--- config.mk ---
export PLATFORM = sky130hd
export DESIGN_NAME = uc_alu_mc_flat
export DESIGN_NICKNAME = d
export VERILOG_FILES = /design/src/rtl/uc_alu_mc_pkg.sv /design/src/rtl/uc_alu_mc_if.sv /design/src/rtl/uc_alu_mc_dec.sv /design/src/rtl/uc_alu_mc.sv /design/src/flat_wrapper.sv
export SDC_FILE = /design/constraint.sdc
export NUM_CORES = 1
export LEC_CHECK = 0
export CORE_ASPECT_RATIO = 0.75
export CORE_UTILIZATION = 44
export CTS_BUF_LIST = sky130_fd_sc_hd__clkbuf_4
export CTS_CLUSTER_SIZE = 40
export DETAILED_ROUTE_END_ITERATION = 7
export PLACE_DENSITY = 0.86
export SYNTH_ARGS = -nofsm -noshare
export SYNTH_HDL_FRONTEND = slang
export SYNTH_SLANG_ARGS = --single-unit
--- constraint.sdc ---
create_clock -name clk -period 1.4 [get_ports clk]
set_input_delay 0.14 -clock clk [delete_from_list [all_inputs] [get_ports clk]]
set_output_delay 0.14 -clock clk [all_outputs]
set_load 0.05 [all_outputs]
--- src/rtl/uc_alu_mc_pkg.sv ---
// Shared codes for the registered ALU control decoder: select codes, aluop
// classes, R-type funct values and the sequencer state encoding.
package alu_pkg;

  localparam logic [3:0] SEL_ADD = 4'b0000;
  localparam logic [3:0] SEL_SUB = 4'b0001;
  localparam logic [3:0] SEL_MUL = 4'b0010;
  localparam logic [3:0] SEL_DIV = 4'b0011;
  localparam logic [3:0] SEL_AND = 4'b0100;
  localparam logic [3:0] SEL_OR  = 4'b0101;
  localparam logic [3:0] SEL_XOR = 4'b0110;
  localparam logic [3:0] SEL_NOT = 4'b0111;
  localparam logic [3:0] SEL_SLT = 4'b1000;

  localparam logic [2:0] ALUOP_MEM  = 3'b000;
  localparam logic [2:0] ALUOP_BEQ  = 3'b001;
  localparam logic [2:0] ALUOP_R    = 3'b010;
  localparam logic [2:0] ALUOP_ANDI = 3'b011;
  localparam logic [2:0] ALUOP_ORI  = 3'b100;
  localparam logic [2:0] ALUOP_SLTI = 3'b101;

  localparam logic [5:0] F_ADD = 6'b100000;
  localparam logic [5:0] F_SUB = 6'b100001;
  localparam logic [5:0] F_MUL = 6'b100010;
  localparam logic [5:0] F_DIV = 6'b100011;
  localparam logic [5:0] F_AND = 6'b100100;
  localparam logic [5:0] F_OR  = 6'b100101;
  localparam logic [5:0] F_XOR = 6'b100110;
  localparam logic [5:0] F_NOT = 6'b100111;
  localparam logic [5:0] F_SLT = 6'b101000;

  typedef enum logic [1:0] {
    ST_IDLE = 2'b00,
    ST_EXEC = 2'b01,
    ST_HOLD = 2'b10
  } state_e;

endpackage

--- src/rtl/uc_alu_mc_if.sv ---
// Handshake bundle between main control (master) and the ALU control
// sequencer (slave); the select/status signals flow back to the master.
interface uc_alu_mc_if #(
  parameter int ALUOP_W = 3,
  parameter int FUNCT_W = 6,
  parameter int SEL_W   = 4
) ();

  logic               flush;
  logic               in_valid;
  logic               in_ready;
  logic [ALUOP_W-1:0] aluop;
  logic [FUNCT_W-1:0] funct;
  logic [SEL_W-1:0]   sel;
  logic               illegal;
  logic               alu_start;
  logic               stall;
  logic               out_valid;
  logic               out_ready;

  modport master (
    output flush, in_valid, aluop, funct, out_ready,
    input  in_ready, sel, illegal, alu_start, stall, out_valid
  );

  modport slave (
    input  flush, in_valid, aluop, funct, out_ready,
    output in_ready, sel, illegal, alu_start, stall, out_valid
  );

endinterface

--- src/rtl/uc_alu_mc_dec.sv ---
// Combinational aluop/funct decode into ALU select, illegal flag and the
// multi-cycle class (mul/div); zero latency, no state.
module uc_alu_mc_dec
  import alu_pkg::*;
#(
  parameter int ALUOP_W = 3,
  parameter int FUNCT_W = 6,
  parameter int SEL_W   = 4
) (
  input  logic [ALUOP_W-1:0] aluop,
  input  logic [FUNCT_W-1:0] funct,
  output logic [SEL_W-1:0]   sel,
  output logic               illegal,
  output logic               is_mul,
  output logic               is_div
);

  logic [SEL_W-1:0] r_sel;
  logic             r_illegal;

  always_comb begin
    r_sel     = SEL_W'(SEL_ADD);
    r_illegal = 1'b0;
    case (funct)
      FUNCT_W'(F_ADD): r_sel = SEL_W'(SEL_ADD);
      FUNCT_W'(F_SUB): r_sel = SEL_W'(SEL_SUB);
      FUNCT_W'(F_MUL): r_sel = SEL_W'(SEL_MUL);
      FUNCT_W'(F_DIV): r_sel = SEL_W'(SEL_DIV);
      FUNCT_W'(F_AND): r_sel = SEL_W'(SEL_AND);
      FUNCT_W'(F_OR):  r_sel = SEL_W'(SEL_OR);
      FUNCT_W'(F_XOR): r_sel = SEL_W'(SEL_XOR);
      FUNCT_W'(F_NOT): r_sel = SEL_W'(SEL_NOT);
      FUNCT_W'(F_SLT): r_sel = SEL_W'(SEL_SLT);
      default:         r_illegal = 1'b1;
    endcase
  end

  always_comb begin
    sel     = SEL_W'(SEL_ADD);
    illegal = 1'b0;
    is_mul  = 1'b0;
    is_div  = 1'b0;
    case (aluop)
      ALUOP_W'(ALUOP_MEM):  sel = SEL_W'(SEL_ADD);
      ALUOP_W'(ALUOP_BEQ):  sel = SEL_W'(SEL_SUB);
      ALUOP_W'(ALUOP_ANDI): sel = SEL_W'(SEL_AND);
      ALUOP_W'(ALUOP_ORI):  sel = SEL_W'(SEL_OR);
      ALUOP_W'(ALUOP_SLTI): sel = SEL_W'(SEL_SLT);
      ALUOP_W'(ALUOP_R): begin
        sel     = r_sel;
        illegal = r_illegal;
        is_mul  = (funct == FUNCT_W'(F_MUL));
        is_div  = (funct == FUNCT_W'(F_DIV));
      end
      default: illegal = 1'b1;
    endcase
  end

endmodule

--- src/rtl/uc_alu_mc.sv ---
// Registered ALU control sequencer: single-cycle ops reach HOLD one cycle after
// accept, mul/div after N+1; in_ready drops while executing or holding unread.
module uc_alu_mc
  import alu_pkg::*;
#(
  parameter int ALUOP_W    = 3,
  parameter int FUNCT_W    = 6,
  parameter int SEL_W      = 4,
  parameter int MUL_CYCLES = 4,
  parameter int DIV_CYCLES = 8,
  parameter int CNT_W      = 4
) (
  input  logic        clk,
  input  logic        rst_n,
  uc_alu_mc_if.slave  bus
);

  state_e           state_q, state_d;
  logic [CNT_W-1:0] cnt_q, cnt_d;
  logic [SEL_W-1:0] sel_q, sel_d;
  logic             illegal_q, illegal_d;
  logic             alu_start_q, alu_start_d;
  logic             stall_q, stall_d;
  logic             out_valid_q, out_valid_d;

  logic [SEL_W-1:0] dec_sel;
  logic             dec_illegal;
  logic             dec_is_mul;
  logic             dec_is_div;
  logic             in_ready;
  logic             accept;

  uc_alu_mc_dec #(
    .ALUOP_W (ALUOP_W),
    .FUNCT_W (FUNCT_W),
    .SEL_W   (SEL_W)
  ) u_dec (
    .aluop   (bus.aluop),
    .funct   (bus.funct),
    .sel     (dec_sel),
    .illegal (dec_illegal),
    .is_mul  (dec_is_mul),
    .is_div  (dec_is_div)
  );

  assign in_ready = (state_q == ST_IDLE) || ((state_q == ST_HOLD) && bus.out_ready);
  // flush wins over a same-cycle handshake: the op stays with upstream
  assign accept   = bus.in_valid && in_ready && !bus.flush;

  always_comb begin
    state_d     = state_q;
    cnt_d       = cnt_q;
    sel_d       = sel_q;
    illegal_d   = illegal_q;
    alu_start_d = 1'b0;
    if (bus.flush) begin
      state_d = ST_IDLE;
      cnt_d   = '0;
    end else begin
      case (state_q)
        ST_IDLE, ST_HOLD: begin
          if (accept) begin
            sel_d     = dec_sel;
            illegal_d = dec_illegal;
            if (dec_is_mul) begin
              state_d     = ST_EXEC;
              cnt_d       = CNT_W'(MUL_CYCLES - 1);
              alu_start_d = 1'b1;
            end else if (dec_is_div) begin
              state_d     = ST_EXEC;
              cnt_d       = CNT_W'(DIV_CYCLES - 1);
              alu_start_d = 1'b1;
            end else begin
              state_d = ST_HOLD;
              cnt_d   = '0;
            end
          end else if ((state_q == ST_HOLD) && bus.out_ready) begin
            state_d = ST_IDLE;
          end
        end
        ST_EXEC: begin
          if (cnt_q == '0) begin
            state_d = ST_HOLD;
          end else begin
            cnt_d = cnt_q - 1'b1;
          end
        end
        default: begin
          state_d = ST_IDLE;
          cnt_d   = '0;
        end
      endcase
    end
    stall_d     = (state_d == ST_EXEC);
    out_valid_d = (state_d == ST_HOLD);
  end

  always_ff @(posedge clk or negedge rst_n) begin
    if (!rst_n) begin
      state_q     <= ST_IDLE;
      cnt_q       <= '0;
      sel_q       <= '0;
      illegal_q   <= 1'b0;
      alu_start_q <= 1'b0;
      stall_q     <= 1'b0;
      out_valid_q <= 1'b0;
    end else begin
      state_q     <= state_d;
      cnt_q       <= cnt_d;
      sel_q       <= sel_d;
      illegal_q   <= illegal_d;
      alu_start_q <= alu_start_d;
      stall_q     <= stall_d;
      out_valid_q <= out_valid_d;
    end
  end

  assign bus.in_ready  = in_ready;
  assign bus.sel       = sel_q;
  assign bus.illegal   = illegal_q;
  assign bus.alu_start = alu_start_q;
  assign bus.stall     = stall_q;
  assign bus.out_valid = out_valid_q;

endmodule

--- src/flat_wrapper.sv ---
// flat-port wrapper written by rule: the top's interface ports become plain ports
module uc_alu_mc_flat import alu_pkg::*;
#(
  parameter int ALUOP_W    = 3,
  parameter int FUNCT_W    = 6,
  parameter int SEL_W      = 4,
  parameter int MUL_CYCLES = 4,
  parameter int DIV_CYCLES = 8,
  parameter int CNT_W      = 4
)
  (clk, rst_n, bus_flush, bus_in_valid, bus_aluop, bus_funct, bus_out_ready, bus_in_ready, bus_sel, bus_illegal, bus_alu_start, bus_stall, bus_out_valid);
  uc_alu_mc_if #(.ALUOP_W(ALUOP_W), .FUNCT_W(FUNCT_W), .SEL_W(SEL_W)) bus_i ();
  input  logic clk;
  input  logic rst_n;
  input wire logic [$bits(bus_i.flush)-1:0] bus_flush;
  input wire logic [$bits(bus_i.in_valid)-1:0] bus_in_valid;
  input wire logic [$bits(bus_i.aluop)-1:0] bus_aluop;
  input wire logic [$bits(bus_i.funct)-1:0] bus_funct;
  input wire logic [$bits(bus_i.out_ready)-1:0] bus_out_ready;
  output wire logic [$bits(bus_i.in_ready)-1:0] bus_in_ready;
  output wire logic [$bits(bus_i.sel)-1:0] bus_sel;
  output wire logic [$bits(bus_i.illegal)-1:0] bus_illegal;
  output wire logic [$bits(bus_i.alu_start)-1:0] bus_alu_start;
  output wire logic [$bits(bus_i.stall)-1:0] bus_stall;
  output wire logic [$bits(bus_i.out_valid)-1:0] bus_out_valid;
  assign bus_i.flush = bus_flush;
  assign bus_i.in_valid = bus_in_valid;
  assign bus_i.aluop = bus_aluop;
  assign bus_i.funct = bus_funct;
  assign bus_i.out_ready = bus_out_ready;
  assign bus_in_ready = bus_i.in_ready;
  assign bus_sel = bus_i.sel;
  assign bus_illegal = bus_i.illegal;
  assign bus_alu_start = bus_i.alu_start;
  assign bus_stall = bus_i.stall;
  assign bus_out_valid = bus_i.out_valid;
  uc_alu_mc #(.ALUOP_W(ALUOP_W), .FUNCT_W(FUNCT_W), .SEL_W(SEL_W), .MUL_CYCLES(MUL_CYCLES), .DIV_CYCLES(DIV_CYCLES), .CNT_W(CNT_W)) u_core (.clk(clk), .rst_n(rst_n), .bus(bus_i));
endmodule
==> run metrics <==
RSZ-0062 raised after global routing=true; top cells by area, synth=dfrtp_1 (42%), ha_1 (4.5%), a21oi_1 (4.2%); failing checks=negative setup slack; number of antenna violations at the first check in global routing=0; final setup vio count=8; Cells after Synth=83; launch point of the worst path=u_core.cnt_q[0]; startpoint types=flop; crit path kind=flop to flop; number of routed nets with antenna violations=0; final worst setup slack=-0.0980 ns; Worst Setup End Kind=flop; Seq/Total Area, Yosys=0.423; Static Leak=between 0.6 and 0.7 nW; design area=around 1400 um^2; cts hold-fix bufs=0; minimum clock period=1.50 ns; Placed Area=~1200 um^2; Synth Warn #=0; post-synth top area cell=dfrtp_1; Comb power frac=0.301; Rows=13; worst hold path class=input port to asynchronous set/reset pin; die height=~40 um; Synth Cell Area=approximately 830 um^2; CP Data Required Time=between 1.5 and 2 ns; Core Footprint=1760 um^2; Starting DRT DRC Count=24; Internal=0.668 mW; I/O Buffers=22; met3 WL=69 um; Post-Route WL=2150 um; Starting Density=0.472; synthesis-to-finish area growth=63.3%; clk sinks=14; share of cells above drive strength 1=0.411; area of the multi-input gates=around 530 um^2; # DRC=0; clk slew on worst S/H paths=around 0.08 ns; most common cell in the synthesized netlist=dfrtp_1; die span in x=52.1 um; critical path data arrival time=1.68 ns; Antenna Diode Count=0; Max clock buf depth=2; f_max=0.668 GHz; worst-margin pin slew=0.308 ns; nets=147; syn avg cell area=9.98 um^2; vias in the first global route=approximately 680; Slew Viols, Final=0; Total Routing Usage GR=0.218; Psw=0.300 mW; Vias=783; per-cell routed wire length=14.2 um; Final GP Congestion=0.800; most instantiated cells after synthesis=dfrtp_1 (14), a21oi_1 (7), nand2_1 (5), nor2_1 (5), o21ai_0 (5); maximum fanout along the worst path=3; Worst Skew=0.00668 ns; post-route setup TNS=-0.563 ns; largest net degree at the start of global routing=15; most used flip-flop cell after synthesis=dfrtp_1; CTS Buf Count=3; cell chosen for the clock root=clkbuf_4; DPL Wire Length=1560 um; crit share post-route=1.07; full die area=about 2100 um^2; grt total ovfl=0; fill count=roughly 110; Final Hold Fails=0; top sig layer=met4; Synth top area share=0.423; Clock power frac=0.244; CTS tree=done; syn_nets=100; # H-tree levels=1; via-per-instance ratio=5.19; first-pass GRT wire length=3080 um; status=complete, but fails checks; part of the power in registers=0.455; post-synth cell types=37; hold slack=0.145 ns; Synth Register Bits=14; Peak VDD IR=0.000891 V; Reg area=350 um^2; Placement Setup Slack=-0.270 ns; met1 wire length=1030 um; sw frac=0.310; Max-cap violations=0; asr flop ratio synth=1.00; pwr/cell area=716 nW/um^2; Crit Reg-Reg Startpoint=u_core.cnt_q[0]; Post-synth EDFFs=0; Slew headroom=0.794; total iterations of the first detailed-routing run=4; I/O pin count=23; worst skew pair latency=0.29 ns; Met2 Wirelength=slightly above 1000 um
-- routing by layer --
metal / up-vias / global-route usage
met4: 0 / 0.0405
met2: 16 / 0.317
met5: - / 0
li1: 401 / -
met1: 364 / 0.314
met3: 2 / 0.0698
-- layout make-up --
| class | count | share of cell area |
|---|---|---|
| Sequential cell | 14 | 0.259 |
| Clock buffer | 3 | 0.0167 |
| Inverter | 4 | 0.0111 |
| Timing Repair Buffer | 43 | 0.298 |
| Tap cell | 22 | 0.0204 |
| Multi-Input combinational cell | 64 | 0.392 |
| Clock inverter | 1 | 0.00278 |
-- power groups by stage --
stage	combinational [mW]	sequential (mW)	clock, mW
6_report	0.292	0.441	0.236
5_1_grt	0.309	0.443	0.262
4_1_cts	0.279	0.441	0.241
3_5_place_dp	0.277	0.448	0
3_3_place_gp	0.272	0.448	0
2_1_floorplan	0.0637	0.503	0
-- path summary, 6_finish.rpt --
check,slack (ns),endpoint,cells after the start
setup / recovery,-0.1,u_core.bus.stall,7
hold / removal,0.14,u_core.cnt_q[3],2
setup reg to reg,-0.1,u_core.bus.stall,7
hold reg to reg,0.50,u_core.bus.sel[1],2
max in group asynchronous,1.08,u_core.bus.sel[0],2
min in group clk,0.26,u_core.bus.sel[2],3
-- stage by stage --
step	instances	util	power (mW)
after floorplan	83	-	0.566
after global placement	144	0.695	0.720
after detailed placement	144	0.695	0.725
after CTS	149	0.717	0.961
after global routing	151	0.770	1.01
final	151	0.770	0.969
-- critical path, stage by stage, from the launching register on --
cell and delay [ns]:
dfrtp_1 0.39, inv_2 0.08, ha_4 0.12, or3b_4 0.40, buf_6 0.13, buf_6 0.12
nand2b_4 0.07, o21ai_2 0.07
-- flip-flops by register name, summed over array words and instances (netlist names) --
signal and flops:
u_core.bus.alu_start 1, u_core.bus.illegal 1, u_core.bus.out_valid 1, u_core.bus.sel 4, u_core.bus.stall 1, u_core.cnt_q 4
u_core.state_q 2
-- timing repair --
| item | in CTS | in global routing |
|---|---|---|
| setup buffers | 1 | 2 |
| gates cloned | 0 | 0 |
| resized for setup | 4 | 15 |
| pin swaps | 1 | 3 |
| endpoints found under the setup margin | 7 | 9 |
-- placed cells by master (no fill, tap or decap), types with 2 or more instances in the layout --
cell type,netlist,layout
o22ai_1,2,2
o21ai_2,1,3
clkbuf_4,0,3
or3b_4,1,2
nor2_1,5,5
clkdlybuf4s50_1,0,12
nor3_1,3,2
nand3_1,3,3
buf_12,0,3
dfrtp_1,14,14
a22o_1,3,3
nor2b_1,2,2
o32ai_2,1,2
nand2_1,5,5
ha_1,3,2
a21oi_1,7,6
o21ai_0,5,3
inv_1,4,2
buf_6,0,2
inv_2,0,2
buf_4,1,25
-- cell families after synthesis --
group / share of synthesized area
simple gates: 0.266
compound gates: 0.218
fa+ha+maj: 0.0453
buf+inv: 0.0272
flops: 0.423
xor+xnor: 0.0212
No activity file was read; power rests on OpenSTA's default activity.
